==> src/rtl/alu_op_sequencer.sv <==
// alu_op_sequencer: collects operand/opcode tokens, drives the 4:1 result mux
// controls, waits a fixed settle time, then captures and hands back the mux result.
// Optional build macro RESULT_CHECK_EN adds the chk_mismatch self-check output.
module alu_op_sequencer #(
  parameter int DATA_W        = 4,
  parameter int RES_W         = 8,
  parameter int SETTLE_CYCLES = 2
) (
  input  logic              clk,
  input  logic              rst_n,
  input  logic              in_valid,
  output logic              in_ready,
  input  logic [1:0]        in_kind,
  input  logic [DATA_W-1:0] in_data,
  output logic [DATA_W-1:0] alu_a,
  output logic [DATA_W-1:0] alu_b,
  output logic              alu_add,
  output logic              alu_sub,
  input  logic [RES_W-1:0]  alu_f,
  output logic              res_valid,
  input  logic              res_ready,
  output logic [RES_W-1:0]  res_data,
  output logic              busy,
  output logic              err
`ifdef RESULT_CHECK_EN
  ,
  output logic              chk_mismatch
`endif
);

  typedef enum logic [1:0] {IDLE, DRIVE, CAPTURE, HOLD} state_e;

  localparam logic [3:0] SETTLE_INIT = 4'(SETTLE_CYCLES - 1);

  state_e            state_q, state_d;
  logic [DATA_W-1:0] a_q, a_d, b_q, b_d;
  logic [1:0]        op_q, op_d;
  logic              add_q, add_d, sub_q, sub_d;
  logic [3:0]        cnt_q, cnt_d;
  logic [RES_W-1:0]  resData_q, resData_d;
  logic              resValid_q, resValid_d;
  logic              err_q, err_d;

  // Mux control pair {add, sub} for each opcode; opcode 3 parks the mux on its unused input.
  function automatic logic [1:0] opCtl(input logic [1:0] op);
    case (op)
      2'd0:    opCtl = 2'b01;
      2'd1:    opCtl = 2'b10;
      2'd2:    opCtl = 2'b00;
      default: opCtl = 2'b11;
    endcase
  endfunction

`ifdef RESULT_CHECK_EN
  logic             chk_q, chk_d;
  logic [RES_W-1:0] aExt, bExt, expected;

  // Reference result from the frozen operands, zero-extended and truncated to RES_W.
  always_comb begin
    aExt = RES_W'(a_q);
    bExt = RES_W'(b_q);
    case (op_q)
      2'd0:    expected = aExt + bExt;
      2'd1:    expected = aExt - bExt;
      2'd2:    expected = aExt * bExt;
      default: expected = '0;
    endcase
  end
`endif

  // Next-state logic: token handling in IDLE, settle countdown, capture and hand-off.
  always_comb begin
    state_d    = state_q;
    a_d        = a_q;
    b_d        = b_q;
    op_d       = op_q;
    add_d      = add_q;
    sub_d      = sub_q;
    cnt_d      = cnt_q;
    resData_d  = resData_q;
    resValid_d = resValid_q;
    err_d      = err_q;
`ifdef RESULT_CHECK_EN
    chk_d      = chk_q;
`endif
    case (state_q)
      IDLE: begin
        if (in_valid) begin
          case (in_kind)
            2'd0: a_d = in_data;
            2'd1: b_d = in_data;
            2'd2: begin
              op_d           = in_data[1:0];
              {add_d, sub_d} = opCtl(in_data[1:0]);
            end
            default: begin
              if (op_q == 2'd3) begin
                err_d = 1'b1;
              end else begin
                err_d   = 1'b0;
                cnt_d   = SETTLE_INIT;
                state_d = DRIVE;
              end
            end
          endcase
        end
      end
      DRIVE: begin
        if (cnt_q == 4'd0) state_d = CAPTURE;
        else               cnt_d   = cnt_q - 4'd1;
      end
      CAPTURE: begin
        resData_d  = alu_f;
        resValid_d = 1'b1;
        state_d    = HOLD;
`ifdef RESULT_CHECK_EN
        chk_d      = (expected != alu_f);
`endif
      end
      HOLD: begin
        if (res_ready) begin
          resValid_d = 1'b0;
          state_d    = IDLE;
`ifdef RESULT_CHECK_EN
          chk_d      = 1'b0;
`endif
        end
      end
      default: state_d = IDLE;
    endcase
  end

  // State and datapath registers; reset parks the mux controls on the illegal opcode.
  always_ff @(posedge clk or negedge rst_n) begin
    if (!rst_n) begin
      state_q    <= IDLE;
      a_q        <= '0;
      b_q        <= '0;
      op_q       <= 2'd3;
      add_q      <= 1'b1;
      sub_q      <= 1'b1;
      cnt_q      <= '0;
      resData_q  <= '0;
      resValid_q <= 1'b0;
      err_q      <= 1'b0;
`ifdef RESULT_CHECK_EN
      chk_q      <= 1'b0;
`endif
    end else begin
      state_q    <= state_d;
      a_q        <= a_d;
      b_q        <= b_d;
      op_q       <= op_d;
      add_q      <= add_d;
      sub_q      <= sub_d;
      cnt_q      <= cnt_d;
      resData_q  <= resData_d;
      resValid_q <= resValid_d;
      err_q      <= err_d;
`ifdef RESULT_CHECK_EN
      chk_q      <= chk_d;
`endif
    end
  end

  assign in_ready  = (state_q == IDLE);
  assign busy      = (state_q != IDLE);
  assign alu_a     = a_q;
  assign alu_b     = b_q;
  assign alu_add   = add_q;
  assign alu_sub   = sub_q;
  assign res_valid = resValid_q;
  assign res_data  = resData_q;
  assign err       = err_q;
`ifdef RESULT_CHECK_EN
  assign chk_mismatch = chk_q;
`endif

endmodule

==> config.mk <==
export PLATFORM = sky130hd
export DESIGN_NAME = alu_op_sequencer
export DESIGN_NICKNAME = d
export VERILOG_FILES = /design/src/rtl/alu_op_sequencer.sv
export SDC_FILE = /design/constraint.sdc
export NUM_CORES = 1
export LEC_CHECK = 0
export BUFFER_PORTS_ARGS = -buffer_cell sky130_fd_sc_hd__buf_4
export CELL_PAD_IN_SITES_DETAIL_PLACEMENT = 0
export CELL_PAD_IN_SITES_GLOBAL_PLACEMENT = 2
export CORE_ASPECT_RATIO = 0.7
export CORE_MARGIN = 4
export CORE_UTILIZATION = 34
export DETAILED_ROUTE_END_ITERATION = 6
export PLACE_DENSITY_LB_ADDON = 0.15
export SYNTH_ARGS = -nofsm -noshare
export SYNTH_HDL_FRONTEND = slang
export SYNTH_SLANG_ARGS = --single-unit
==> constraint.sdc <==
create_clock -name clk -period 3.5 [get_ports clk]
set_clock_uncertainty 0.15 [all_clocks]
set_input_delay 0.525 -clock clk [delete_from_list [all_inputs] [get_ports clk]]
set_output_delay 0.525 -clock clk [all_outputs]
set_load 0.05 [all_outputs]
Word-level counts from Yosys, hierarchy flattened
Index checks and enable logic that the tools add are counted.

operators by class
  $add $sub $neg = 1
  $mul = 0
  div/mod/pow operators = 0
  $lt $le $gt $ge = 0
  eq/ne operators = 14
  shift-type cells = 0
  muxes and demuxes = 15
  bitwise logic cells = 1
  reduce and logical (&&, ||, !) cells = 15

operator list
  operator                                                               number
  4-bit 2-to-1 mux                                                       4
  2-bit inequality test, second input constant                           6
  3-bit AND reduction                                                    4
  2-bit equality test, second input constant                             5
  2-bit 2-to-1 mux                                                       5
  5-bit AND reduction                                                    2
  2-bit case mux with 4 select lines                                     1
  4-bit case mux with 2 select lines                                     1
  2-bit by 1-bit equality test with 1-bit output, second input constant  3
  2-bit logical NOT                                                      3
  2-bit case mux with 3 select lines                                     1
  2-bit nonzero test                                                     3
  4-bit logical NOT                                                      1
  4-bit by 1-bit subtractor with 4-bit output, second input constant     1
  3-bit OR reduction                                                     1
  1-bit 2-to-1 mux                                                       2
  1-bit case mux with 2 select lines                                     1
  2-bit AND reduction                                                    1
  1-bit inverter                                                         1

storage, ports and cells
  register bits = 28
  bits in latches = 0
  RAM bits = 0
  bits in read-only memories = 0
  bits of input ports = 18
  output and inout bits = 22
  logic and storage cells = 56
  memories kept = 0

Longest topological paths before layout
  word-level depth = 5
  gate-level depth with buffers = 6
  mapped depth without buffers = 6

Least setup slack after synthesis
OpenSTA, ideal clock, no wires.

  kind = register -> register
  from = register state_q[0]
  to = register state_q[1]
  library setup time = 0.125 ns
  data arrival time = 1.775 ns
  slack = 1.450 ns
  stages on the path, launching flop included = 6
  path buffers = 0
  cells stage by stage = dfrtp_1 -> inv_1 -> ha_1 -> a32o_1 -> a211o_1 -> mux2_4

on the way
  cells in the longest elaborated chain, start to end = 3
  elaborated cells between the ends (all ways) = 11
  classes of those cells = eq/ne: 8; mux: 1; reduce/logical: 2

RTL lines
  element                          RTL line  source
  start: declaration               35        state_e state_q, state_d;
  start signal: assignment         150       state_q <= state_d;
  2-bit logical NOT (*)            -
  named net in_ready               12        output logic in_ready,
  2-bit inequality test (no line)  -
  5-bit AND reduction (no line)    -

The timed path passes the listed nets; every way through them passes the cells marked *.
A chain may end at the register's enable or synchronous reset.

Worst setup path after layout
  from = register state_q[0]
  to = output port busy

on the way
  cells in the longest elaborated chain, start to end = 1

RTL lines
  element             RTL line  source
  2-bit nonzero test  167       assign busy = (state_q != IDLE);
  end: declaration    23        output logic busy,

Every way passes these cells.

==> results.md <==
* Internal power of the cells at between 0.001 and 0.0015 W
* Number of hold-repair buffers added at the cts stage at 0
* Number of hold violations in the final report at 3
* Latest clock arrival within the worst-skew pair at 0.27 ns
* Worst path most repeated cell: inv_1
* Count of port buffers added during placement at 39
* Accumulated negative setup slack at 0 ns
* Number of antenna violations at the first check in global routing at 0
* Effective utilization at floorplan at 0.363
* Tot Pwr at 0.00191 W
* Longest individual stage delay on the worst path at 0.41 ns
* DIE HEIGHT at 59.9 um
* Area fraction of the dominant cell type after synthesis at 0.460
* Final Max Slew Viols at 0
* First-pass iteration count of the detailed router at 3
* Number of DRC violations after detailed-routing iteration 0 at 35
* Outcome: complete, but fails checks
* Max-cap violations at 0
* Kind of end point of the critical path: primary output
* Warnings from Yosys at 0
* Sequential share of power at 0.306
* Drt via density at 4.59
* Violated checks: hold timing
* DRC Markers at 0
* Unrepaired setup endpoints after global routing: false
* Worst slack on hold paths at -0.00378 ns
* Post-cts sizing count at 0
* # diodes at 0
* Syn Inst Count at 104
* Flip-flop and latch count after synthesis at 28
* Cell depth of the worst setup path at 4
* Reg2Reg Depth at 5
* Vias in the first global route at 974
* Net switching fraction of the power at 0.459
* Share of synthesized area occupied by flip-flops and latches at 0.540
* Die ar. at about 5000 um^2
* Clock transition at the registers of the reported paths at about 0.1 ns
* Number of distinct library cell variants in the gate-level netlist after synthesis at 24
* Post-Syn Area per Cell at 12.6 um^2
* Setup violations, final at 0
* Data required time at the worst endpoint at ~2.8 ns
* Worst endpoint data arrival time at 1.34 ns
* Largest buffer count on any clock path at 2
* CP delay by family, top: flip-flops
* Max-slew headroom at 0.630
* Count of buffers added by post-CTS timing repair for setup at 0
* Relative contribution of the clock network to total power at 0.134
* DP Cell Count at 191
* Critical Setup Path Class: register to primary output
* Level count of the clock H-tree at 1
* CTS buffer count at 3
* Share of the clock period used by the worst path after layout at 0.576
* Post-Layout Cell Count at 195
* Top cells by area in the synthesized netlist: dfrtp_1 (46%), mux2_2 (15%), ha_1 (8.6%), dfstp_2 (8.0%), o21ai_0 (2.3%)
* Die X-Extent at just over 80 um
* Post-synthesis net count at 131
* Combined area of all synthesized cells at 1310 um^2
* TritonCTS clock tree: yes
* PD cells at 1100 nW/um^2
* Peak supply drop at 0.651 mV
* Max stage delay cell, worst path: dfrtp_1
* Crit path max fanout at 6
* Floorplan row count at 18
* Post-DR wirelength/cell at 13.9 um
* Number of filler cells placed in the layout at 350
* Combinational fraction of design power at 0.561
* Cell at the root of the clock tree: clkbuf_8
* Post-layout nets at 173
* Post-route cell area at 1730 um^2
* Cell chain of the critical path: inv_1, ha_1, inv_1, buf_4
* Largest net degree at the start of global routing at 29
* Core box area at between 3000 and 4000 um^2
* Clock sink count at 28
* Cell area after placement at 1650 um^2
* Cell taking the most area after synthesis: dfrtp_1
* WL final at 2710 um
* Achievable Freq at 0.496 GHz
* Global-route wire length before repair at roughly 4500 um
* Number of vias in the routed layout at 896
* Antenna-violating nets left at 0
* Leak pwr at 0.825 nW
* Slew @ Worst Pin at 0.551 ns
* Area Overhead vs Synth at 32.1%
* Total GRT Usage at 0.123
* Net switching power of the design at slightly below 0.0009 W
* Layout cells sized above 1 at 0.455
* Crit start category: register
* Hpwl dp at 2110 um
* GPL Wtd Cong at 0.744
* Number of ports placed on the die boundary at 40
* Period minus WS final at between 2 and 2.5 ns
* Crit path buf inv count at 3
* Aggregate global routing overflow at 0
* Path category of the worst min-delay check: input port to async pin
cell usage in the layout, fill, tap and decap left out, drive strengths merged, types with 2 or more instances in the layout:
cell and count:
nand2 8, ha 9, o21ai 6, nand3 2
mux2 19, a211o 2, mux2i 2, inv 7
nand4b 2, nor2 4, dfstp 4, nand3b 3
nor3 2, clkbuf 3, buf 39, dfrtp 24
worst reg2reg max path, cell delays in order (launching register included):
cell	delay (ns)
dfrtp_1	0.41
inv_1	0.13
ha_1	0.27
nand2_1	0.07
nor3_1	0.44
mux2_2	0.40
Yosys cell counts, drive strengths merged:
master    n
a211o     2
clkbuf    2
a32o      1
nor2b     1
nand4     1
nand3b    3
ha        9
nor3      2
nor2      4
o21ai     6
dfstp     4
o2bb2ai   1
o211ai    1
nand3     2
nand4b    2
mux2i     2
or4       1
inv       7
nand2     8
dfrtp    24
nor3b     1
nand2b    1
mux2     19
stage by stage:
step,setup WS (ns),utilization
4_1_cts,1.47,0.479
6_report,1.48,0.479
5_1_grt,1.39,0.479
3_5_place_dp,1.51,0.459
3_3_place_gp,1.58,0.459
2_1_floorplan,1.45,-
metal layers:
metal / GRT usage / share of wire / vias to the layer above
met5: 0 / 0 / -
met4: 0.0142 / 0.0048 / 0
met3: 0.0467 / 0.053 / 2
met2: 0.178 / 0.43 / 26
met1: 0.180 / 0.51 / 420
li1: - / - / 448
area by class of cell:
| class | instances | area, um^2 | share of cell area |
|---|---|---|---|
| Inverter | 7 | 26.3 | 0.0152 |
| Multi-Input combinational cell | 67 | 567 | 0.329 |
| Tap cell | 50 | 62.6 | 0.0363 |
| Clock buffer | 3 | 41.3 | 0.0239 |
| Clock inverter | 1 | 30.0 | 0.0174 |
| Sequential cell | 28 | 706 | 0.409 |
| Timing Repair Buffer | 39 | 293 | 0.170 |
final timing paths:
kind / from / slack (ns) / endpoint
max in group asynchronous: rst_n / 2.88 / op_q[1]
min reg2reg: alu_add / 0.33 / alu_add
max: state_q[0] / 1.48 / busy
min: rst_n / -0.004 / res_data[3]
max reg2reg: state_q[0] / 1.54 / alu_a[0]
min in group clk: alu_f[5] / 0.32 / res_data[5]
power by group through the flow:
stage	clock (W)	sequential (W)	combinational, W
6_report	0.000255	0.000583	0.00107
5_1_grt	0.000278	0.000604	0.00114
4_1_cts	0.000265	0.000585	0.00108
3_5_place_dp	0	0.000588	0.00108
3_3_place_gp	0	0.000583	0.00107
2_1_floorplan	0	0.000949	0.000407
sequential cells by signal, indices dropped and copies added, names as in the netlist, 2 cells and up:
register	count
state_q	2
cnt_q	4
res_data	8
op_q	2
alu_a	4
alu_b	4
kinds of logic after synthesis:
kind of cell,Yosys count,share of synthesized area
buf+inv,9,0.0259
simple gates,26,0.106
fa+ha+maj,9,0.0862
mux,21,0.185
flops,28,0.540
compound gates,11,0.0565
(Power assumes the default switching activity.)
